File: config.mk
export PLATFORM = sky130hd
export DESIGN_NAME = vrf_read_pipe
export DESIGN_NICKNAME = d
export VERILOG_FILES = /design/src/rtl/vrf_pkg.sv /design/src/rtl/vrf_resp_fifo.sv /design/src/rtl/vrf_read_pipe.sv
export SDC_FILE = /design/constraint.sdc
export NUM_CORES = 1
export LEC_CHECK = 0
export ABC_AREA = 1
export ABC_CLOCK_PERIOD_IN_PS = 2400
export BUFFER_PORTS_ARGS = -buffer_cell sky130_fd_sc_hd__buf_2
export CAP_MARGIN = 20
export CORE_UTILIZATION = 50
export DETAILED_ROUTE_END_ITERATION = 7
export GPL_TIMING_DRIVEN = 0
export HOLD_SLACK_MARGIN = 0.03
export PLACE_DENSITY_LB_ADDON = 0.25
export SLEW_MARGIN = 20
export SYNTH_ARGS = -nofsm -noshare
export SYNTH_HDL_FRONTEND = slang
export SYNTH_SLANG_ARGS = --single-unit
File: constraint.sdc
create_clock -name clock -period 2.4 [get_ports clock]
set_clock_uncertainty 0.05 [all_clocks]
set_input_delay 0.24 -clock clock [delete_from_list [all_inputs] [get_ports clock]]
set_output_delay 0.24 -clock clock [all_outputs]
set_load 0.05 [all_outputs]
File: src/rtl/vrf_pkg.sv
// Shared types and widths for the VRF read path: request/response tag structs
// and the SRAM address helper.
package vrf_pkg;
    localparam int VS_W   = 5;
    localparam int RS_W   = 4;
    localparam int II_W   = 3;
    localparam int ADDR_W = 6;

    typedef struct packed {
        logic [VS_W-1:0] vs;
        logic            offset;
        logic [RS_W-1:0] readSource;
        logic [II_W-1:0] instructionIndex;
    } vrf_read_req_t;

    // Read data rides next to this struct; its width is a module parameter.
    typedef struct packed {
        logic [RS_W-1:0] readSource;
        logic [II_W-1:0] instructionIndex;
    } vrf_read_resp_t;

    function automatic logic [ADDR_W-1:0] vrf_addr(input vrf_read_req_t r);
        return {r.vs, r.offset};
    endfunction
endpackage

File: src/rtl/vrf_resp_fifo.sv
// Response FIFO: registered occupancy count, pointers wrap modulo DEPTH so
// non-power-of-two depths work.
module vrf_resp_fifo #(
    parameter  int WIDTH = 39,
    parameter  int DEPTH = 4,
    localparam int CW    = $clog2(DEPTH + 1)
) (
    input  logic             clock,
    input  logic             reset,
    input  logic             push,
    input  logic [WIDTH-1:0] push_data,
    input  logic             pop,
    output logic [WIDTH-1:0] pop_data,
    output logic [CW-1:0]    count
);
    localparam int PW = $clog2(DEPTH);

    logic [WIDTH-1:0] mem [DEPTH];
    logic [PW-1:0]    wr_ptr, rd_ptr;

    function automatic logic [PW-1:0] bump(input logic [PW-1:0] p);
        return (p == PW'(DEPTH - 1)) ? '0 : p + 1'b1;
    endfunction

    always_ff @(posedge clock) begin
        if (reset) begin
            wr_ptr <= '0;
            rd_ptr <= '0;
            count  <= '0;
        end else begin
            if (push) wr_ptr <= bump(wr_ptr);
            if (pop)  rd_ptr <= bump(rd_ptr);
            if (push && !pop)      count <= count + 1'b1;
            else if (!push && pop) count <= count - 1'b1;
        end
    end

    always_ff @(posedge clock) begin
        if (push) mem[wr_ptr] <= push_data;
    end

    assign pop_data = mem[rd_ptr];

    // Upstream credit accounting must make overflow and underflow unreachable.
    always_ff @(posedge clock) begin
        if (!reset) begin
            assert (!(push && count == CW'(DEPTH)));
            assert (!(pop && count == '0));
        end
    end
endmodule

File: src/rtl/vrf_read_pipe.sv
// VRF read pipe: credit-gated SRAM read issue, tag shift pipe matching the
// SRAM latency, and an in-order response FIFO.
module vrf_read_pipe
    import vrf_pkg::*;
#(
    parameter int DATA_WIDTH   = 32,
    parameter int READ_LATENCY = 2,
    parameter int FIFO_DEPTH   = 4
) (
    input  logic                  clock,
    input  logic                  reset,
    input  logic                  req_valid,
    output logic                  req_ready,
    input  logic [VS_W-1:0]       req_vs,
    input  logic                  req_offset,
    input  logic [RS_W-1:0]       req_readSource,
    input  logic [II_W-1:0]       req_instructionIndex,
    input  logic                  write_busy,
    output logic                  sram_re,
    output logic [ADDR_W-1:0]     sram_addr,
    input  logic [DATA_WIDTH-1:0] sram_rdata,
    output logic                  resp_valid,
    input  logic                  resp_ready,
    output logic [DATA_WIDTH-1:0] resp_data,
    output logic [RS_W-1:0]       resp_readSource,
    output logic [II_W-1:0]       resp_instructionIndex
);
    localparam int CW = $clog2(FIFO_DEPTH + 1);
    localparam int IW = $clog2(READ_LATENCY + 1);
    localparam int UW = $clog2(FIFO_DEPTH + READ_LATENCY + 1);
    localparam int FW = DATA_WIDTH + $bits(vrf_read_resp_t);

    if (READ_LATENCY < 1 || READ_LATENCY > 4) begin : g_bad_latency
        $error("vrf_read_pipe: READ_LATENCY must be 1..4");
    end
    if (FIFO_DEPTH < READ_LATENCY + 2) begin : g_bad_depth
        $error("vrf_read_pipe: FIFO_DEPTH must be >= READ_LATENCY+2");
    end

    vrf_read_req_t           req;
    vrf_read_resp_t          resp_tag;
    vrf_read_resp_t          tag_pipe [1:READ_LATENCY];
    logic [READ_LATENCY:1]   vld_pipe;
    logic [IW-1:0]           inflight;
    logic [CW-1:0]           count;
    logic [FW-1:0]           fifo_rdata;
    logic                    fire;

    assign req = '{vs: req_vs, offset: req_offset,
                   readSource: req_readSource, instructionIndex: req_instructionIndex};

    always_comb begin
        inflight = '0;
        for (int i = 1; i <= READ_LATENCY; i++) inflight = inflight + IW'(vld_pipe[i]);
    end

    // Every read in flight reserves a FIFO slot; a pop frees its slot next cycle.
    assign req_ready = ~write_busy & ((UW'(inflight) + UW'(count)) < UW'(FIFO_DEPTH));
    assign fire      = req_valid & req_ready;
    assign sram_re   = fire;
    assign sram_addr = vrf_addr(req);

    always_ff @(posedge clock) begin
        if (reset) begin
            vld_pipe <= '0;
        end else begin
            vld_pipe[1] <= fire;
            for (int i = 2; i <= READ_LATENCY; i++) vld_pipe[i] <= vld_pipe[i-1];
        end
    end

    always_ff @(posedge clock) begin
        tag_pipe[1] <= '{readSource: req.readSource, instructionIndex: req.instructionIndex};
        for (int i = 2; i <= READ_LATENCY; i++) tag_pipe[i] <= tag_pipe[i-1];
    end

    assign resp_valid = (count != '0);

    vrf_resp_fifo #(.WIDTH(FW), .DEPTH(FIFO_DEPTH)) u_fifo (
        .clock     (clock),
        .reset     (reset),
        .push      (vld_pipe[READ_LATENCY]),
        .push_data ({sram_rdata, tag_pipe[READ_LATENCY]}),
        .pop       (resp_valid & resp_ready),
        .pop_data  (fifo_rdata),
        .count     (count)
    );

    assign {resp_data, resp_tag}  = fifo_rdata;
    assign resp_readSource        = resp_tag.readSource;
    assign resp_instructionIndex  = resp_tag.instructionIndex;
endmodule

### Word-level counts from Yosys, hierarchy flattened

Memories as Yosys holds them, arrays and structs flattened. A register that Yosys moved wholly into a read port is not among the register bits.
Cells that the tools add are included.

* output and inout bits: 48
* bits in latches: 0
* register bits after elaboration: 9
* input bits: 50
* bits in read-only memories: 0
* RAM bits: 170
* word-level logic and storage cells: 33
* memories kept: 2

Memories
* u_fifo.mem: depth 4, bits a word 39, rd ports 1, clocked after Yosys merged registers in 1, wr ports 1, line vrf_resp_fifo.sv:18 `logic [WIDTH-1:0] mem [DEPTH];`
* tag_pipe: depth 2, bits a word 7, rd ports 2, clocked after Yosys merged registers in 0, wr ports 2, line vrf_read_pipe.sv:42 `vrf_read_resp_t tag_pipe [1:READ_LATENCY];`

* shift-type cells: 0
* $lt $le $gt $ge: 1
* equality and inequality tests: 2
* $add $sub $neg: 6
* multipliers: 0
* div/mod/pow operators: 0
* bitwise gates (word level): 4
* muxes and demuxes: 8
* reductions and logical operators: 6

Operator list (count)
* $mux W2: 4
* $mux W3: 2
* $add A2 B1 Y2 const B: 2
* $eq A2 B2 Y1 const B: 2
* $add A2 B3 Y3: 1
* $add A3 B1 Y3 const B: 1
* $and A1 B1 Y1: 3
* $lt A3 B3 Y1 const B: 1
* $reduce_bool A3 Y1: 1
* $sub A3 B1 Y3 const B: 1
* $add A1 B1 Y2: 1
* $logic_and A1 B1 Y1: 2
* $logic_not A1 Y1: 2
* $mux W1: 2
* $reduce_bool A2 Y1: 1
* $not A1 Y1: 1

### Logic depth before layout (Yosys ltp)

* depth in word-level cells: 5
* mapped depth: 11
* mapped depth without buffers: 11

### Cells and area by module

From an unflattened synthesis, not the netlist that was laid out.

* cells, all modules: 476
* area total of the unflattened synthesis: 6708.9 um^2

Modules (own cells, without submodules)
* vrf_resp_fifo: instances 1, area an instance 6234.7 um^2, sequential area each 4864.7 um^2, cells each 435
* vrf_read_pipe: instances 1, area an instance 474.2 um^2, sequential area each 320.3 um^2, cells each 41

### Worst setup path after synthesis

No wires, ideal clock.

* kind: register -> register
* start point: register u_fifo.count[0]
* end point: register u_fifo.count[2]
* setup time: 0.113 ns
* data required time: 2.237 ns
* cell stages (with the launch flop): 11
* arrival time: 1.898 ns
* buffers on the path: 0
* path slack: 0.339 ns
* clock period less this slack: 2.061 ns
* cells stage by stage: dfxtp_1 > nor2_1 > nand2_1 > nand2_1 > ha_1 > inv_1 > fa_1 > a21oi_1 > o21ai_0 > nor2_1 > nor2_1

* longest elaborated chain between the ends: 5
* elaborated cells between the ends (all ways): 10
* those cells by class: 2 x add/sub; 2 x mux; 1 x bitwise; 5 x reduce/logical

Ends and longest elaborated chain
* start, declared: line vrf_resp_fifo.sv:14 `output logic [CW-1:0] count`
* start signal, assigned: line vrf_resp_fifo.sv:33 `if (push && !pop) count <= count + 1'b1;`
* start signal, assigned: line vrf_resp_fifo.sv:34 `else if (!push && pop) count <= count - 1'b1;`
* $reduce_bool A3 Y1 (*): line vrf_read_pipe.sv:77 `assign resp_valid = (count != '0);`
* via resp_valid: line vrf_read_pipe.sv:22 `output logic resp_valid,`
* $and A1 B1 Y1 (*): line vrf_read_pipe.sv:84 `.pop (resp_valid & resp_ready),`
* $logic_not A1 Y1: line vrf_resp_fifo.sv:33
* $logic_and A1 B1 Y1: line vrf_resp_fifo.sv:33
* $mux W3 / $reduce_bool A2 Y1 (equally long branches)

Mark *: on every way through the listed nets, which the timed path passes. The rest lies on a longest branch. The select of a mux whose other input is x is not followed.
A chain may end at the register's enable or synchronous reset.

==> out/qor.yml <==
whs_ns: 0.0672
layout_common_cells: "156 x edfxtp_1, 100 x buf_2, 92 x nor2_1"
crit_end: "resp_data[18]"
cts_tree: "built"
ys_ff_latch: 181
grt.total_usage_pct: 20.8
cts_resized: 0
power.total_mw: 9.48
wl_um: 13800
dieWidth_um: 117
arrival_ns: 1.96
fin_util_pct: 65.5
slew_headroom_pct: 63.8
rows: 41
antenna_found_initial: 0
grt_overflow: 0
drc: 0
fin_crit_sh_pct: 93.7
p_per_area_nw_per_um2: 1130
drv_cap: 0
dieArea_um2: 13800
port_buffers: 91
cellLeakagePower_nw: 3.11
setup_viol_count_final: 0
ys_types: 22
finalInstanceArea_um2: 8400
syn_area_um2: 6670
die_h_um: 117
period_minus_slack_ns: 2.25
cts_sinks: 181
grt_pass1_vias: 4078
post_dp_cell_area_um2: 7420
grt_pass1_wl_um: 21500
drv_slew: 0
cts_root_buf: "clkbuf_16"
crit_fanout: 10
seq_area_frac_synth_pct: 77.8
start_util_pct: 52.0
synth_area_leaders: "edfxtp_1 70%, dfxtp_1 7.5%, o21ai_0 6.2%, nor2_1 5.2%, o22ai_1 3.7%"
grt_max_degree: 30
cts_buffers: 17
antennaDiodeCount: 0
startpoint_type: "flop"
hold_depth: 4
hpwlAfterDp_um: 8280
gp_congestion: 0.777
yosysWarnings: 0
fp.coreArea_um2: 12800
syn_avg_cell_area_um2: 14.1
area_delta_synth_final_pct: 25.9
tightestPinTransition_ns: 0.542
max_freq_mhz: 444
detail_route.wl_per_cell_um: 16.9
final_common_cell: "edfxtp_1"
r2r-start: "u_fifo.count[0]"
crit_type: "flop to primary output"
synth_fp_nets: 531
postRouteAntennaNets: 0
clock_latency_ns: 0.42
synth_top_area_share_pct: 70.3
end_kind: "primary output"
path_clk_slew_ns: 0.06
hold_path_class: "input port to flop"
ctsHtreeMaxLevel: 4
hold_violations: 0
via_per_inst: 5.23
rsz0062_at_grt: "false"
post_cts_buffers: 0
r2r_end: "u_fifo.count[2]"
synthCells: 473
reg2regPathDepth: 11
yosysTopAreaCell: "edfxtp_1"
ios: 98
peakVddDrop_mv: 0.784
drt_iter0_drc: 503
reg2reg_slack_ns: 0.52
drive_above_1_share_pct: 23.7
status: "complete, no violations"
nets: 686
cp.required_ns: 2.11
cts_hold_buffers: 41
cts.path.max_buffers: 2
vias: 4250
drt_first_pass_iters: 6
power by group:
| part | internal (mW) | switching (mW) |
|---|---|---|
| clock network | 1.61 | 1.04 |
| logic | 0.802 | 2.45 |
| registers | 3.50 | 0.0622 |
stage by stage:
stage	instances	TNS, ns	setup WS (ns)
4_1_cts	813	0	0.138
3_3_place_gp	736	-3.87	-0.0802
2_1_floorplan	473	0	0.339
5_1_grt	813	0	0.0428
6_report	813	0	0.150
3_5_place_dp	740	0	0.526
logic make-up (layout without fill, tap and decap cells):
| family | Yosys count | in the layout | synth area share (%) |
|---|---|---|---|
| buf+inv | 49 | 217 | 4.20 |
| compound gates | 127 | 127 | 10.3 |
| simple gates | 108 | 108 | 6.15 |
| fa+ha+maj | 8 | 8 | 1.61 |
| flops | 181 | 181 | 77.8 |
cells in the mapped netlist:
library cell and count:
nor2_1 92, nor3_1 1, clkbuf_2 3, ha_1 7, clkbuf_4 2, o21ai_0 82, buf_6 6, buf_2 9
nand3_1 1, clkbuf_1 4, edfxtp_1 156, nand4_1 1, a21oi_1 4, inv_2 1, o21ai_1 2, inv_1 16
nand2_1 13, buf_4 7, fa_1 1, o22ai_1 39, inv_4 1, dfxtp_1 25
registers in the layout, indices dropped and copies added, names as in the netlist, named ones only:
signal         cells
u_fifo.mem       156
tag_pipe          14
u_fifo.count       3
u_fifo.rd_ptr      2
u_fifo.wr_ptr      2
vld_pipe           2
area by class of cell:
cell class              count  area (µm²)
flip-flops and latches    181        5180
fillers                   929        4430
multi-input cells         243        1200
repair buffers            136         946
clock buffers              28         497
well taps                 172         215
plain buffers              31         210
clock inverters             4        70.1
inverters                  18        70.1
metal layers:
layer | routed length [µm] | vias to the layer above | track usage, %
met5 | 0 | - | 0
li1 | - | 2037 | -
met2 | 6910 | 154 | 34.7
met3 | 764 | 20 | 5.52
met1 | 5840 | 2039 | 25.8
met4 | 268 | 0 | 8.49
how the worst min path moves through the flow:
stage | endpoint | slack (ns) | start
final | vld_pipe[1] | 0.07 | write_busy
after global routing | vld_pipe[1] | 0.07 | write_busy
after CTS | vld_pipe[1] | 0.05 | write_busy
after detailed placement | tag_pipe[2][0] | 0.26 | tag_pipe[1][0]
after global placement | tag_pipe[2][1] | 0.26 | tag_pipe[1][1]
after floorplan | tag_pipe[1][0] | 0.22 | req_instructionIndex[0]
worst max-delay path, stage by stage, from the launching register on:
cell      delay (ns)
dfxtp_1         0.40
clkbuf_1        0.39
o21ai_0         0.18
o22ai_1         0.23
buf_2           0.33
(Power assumes the default switching activity.)
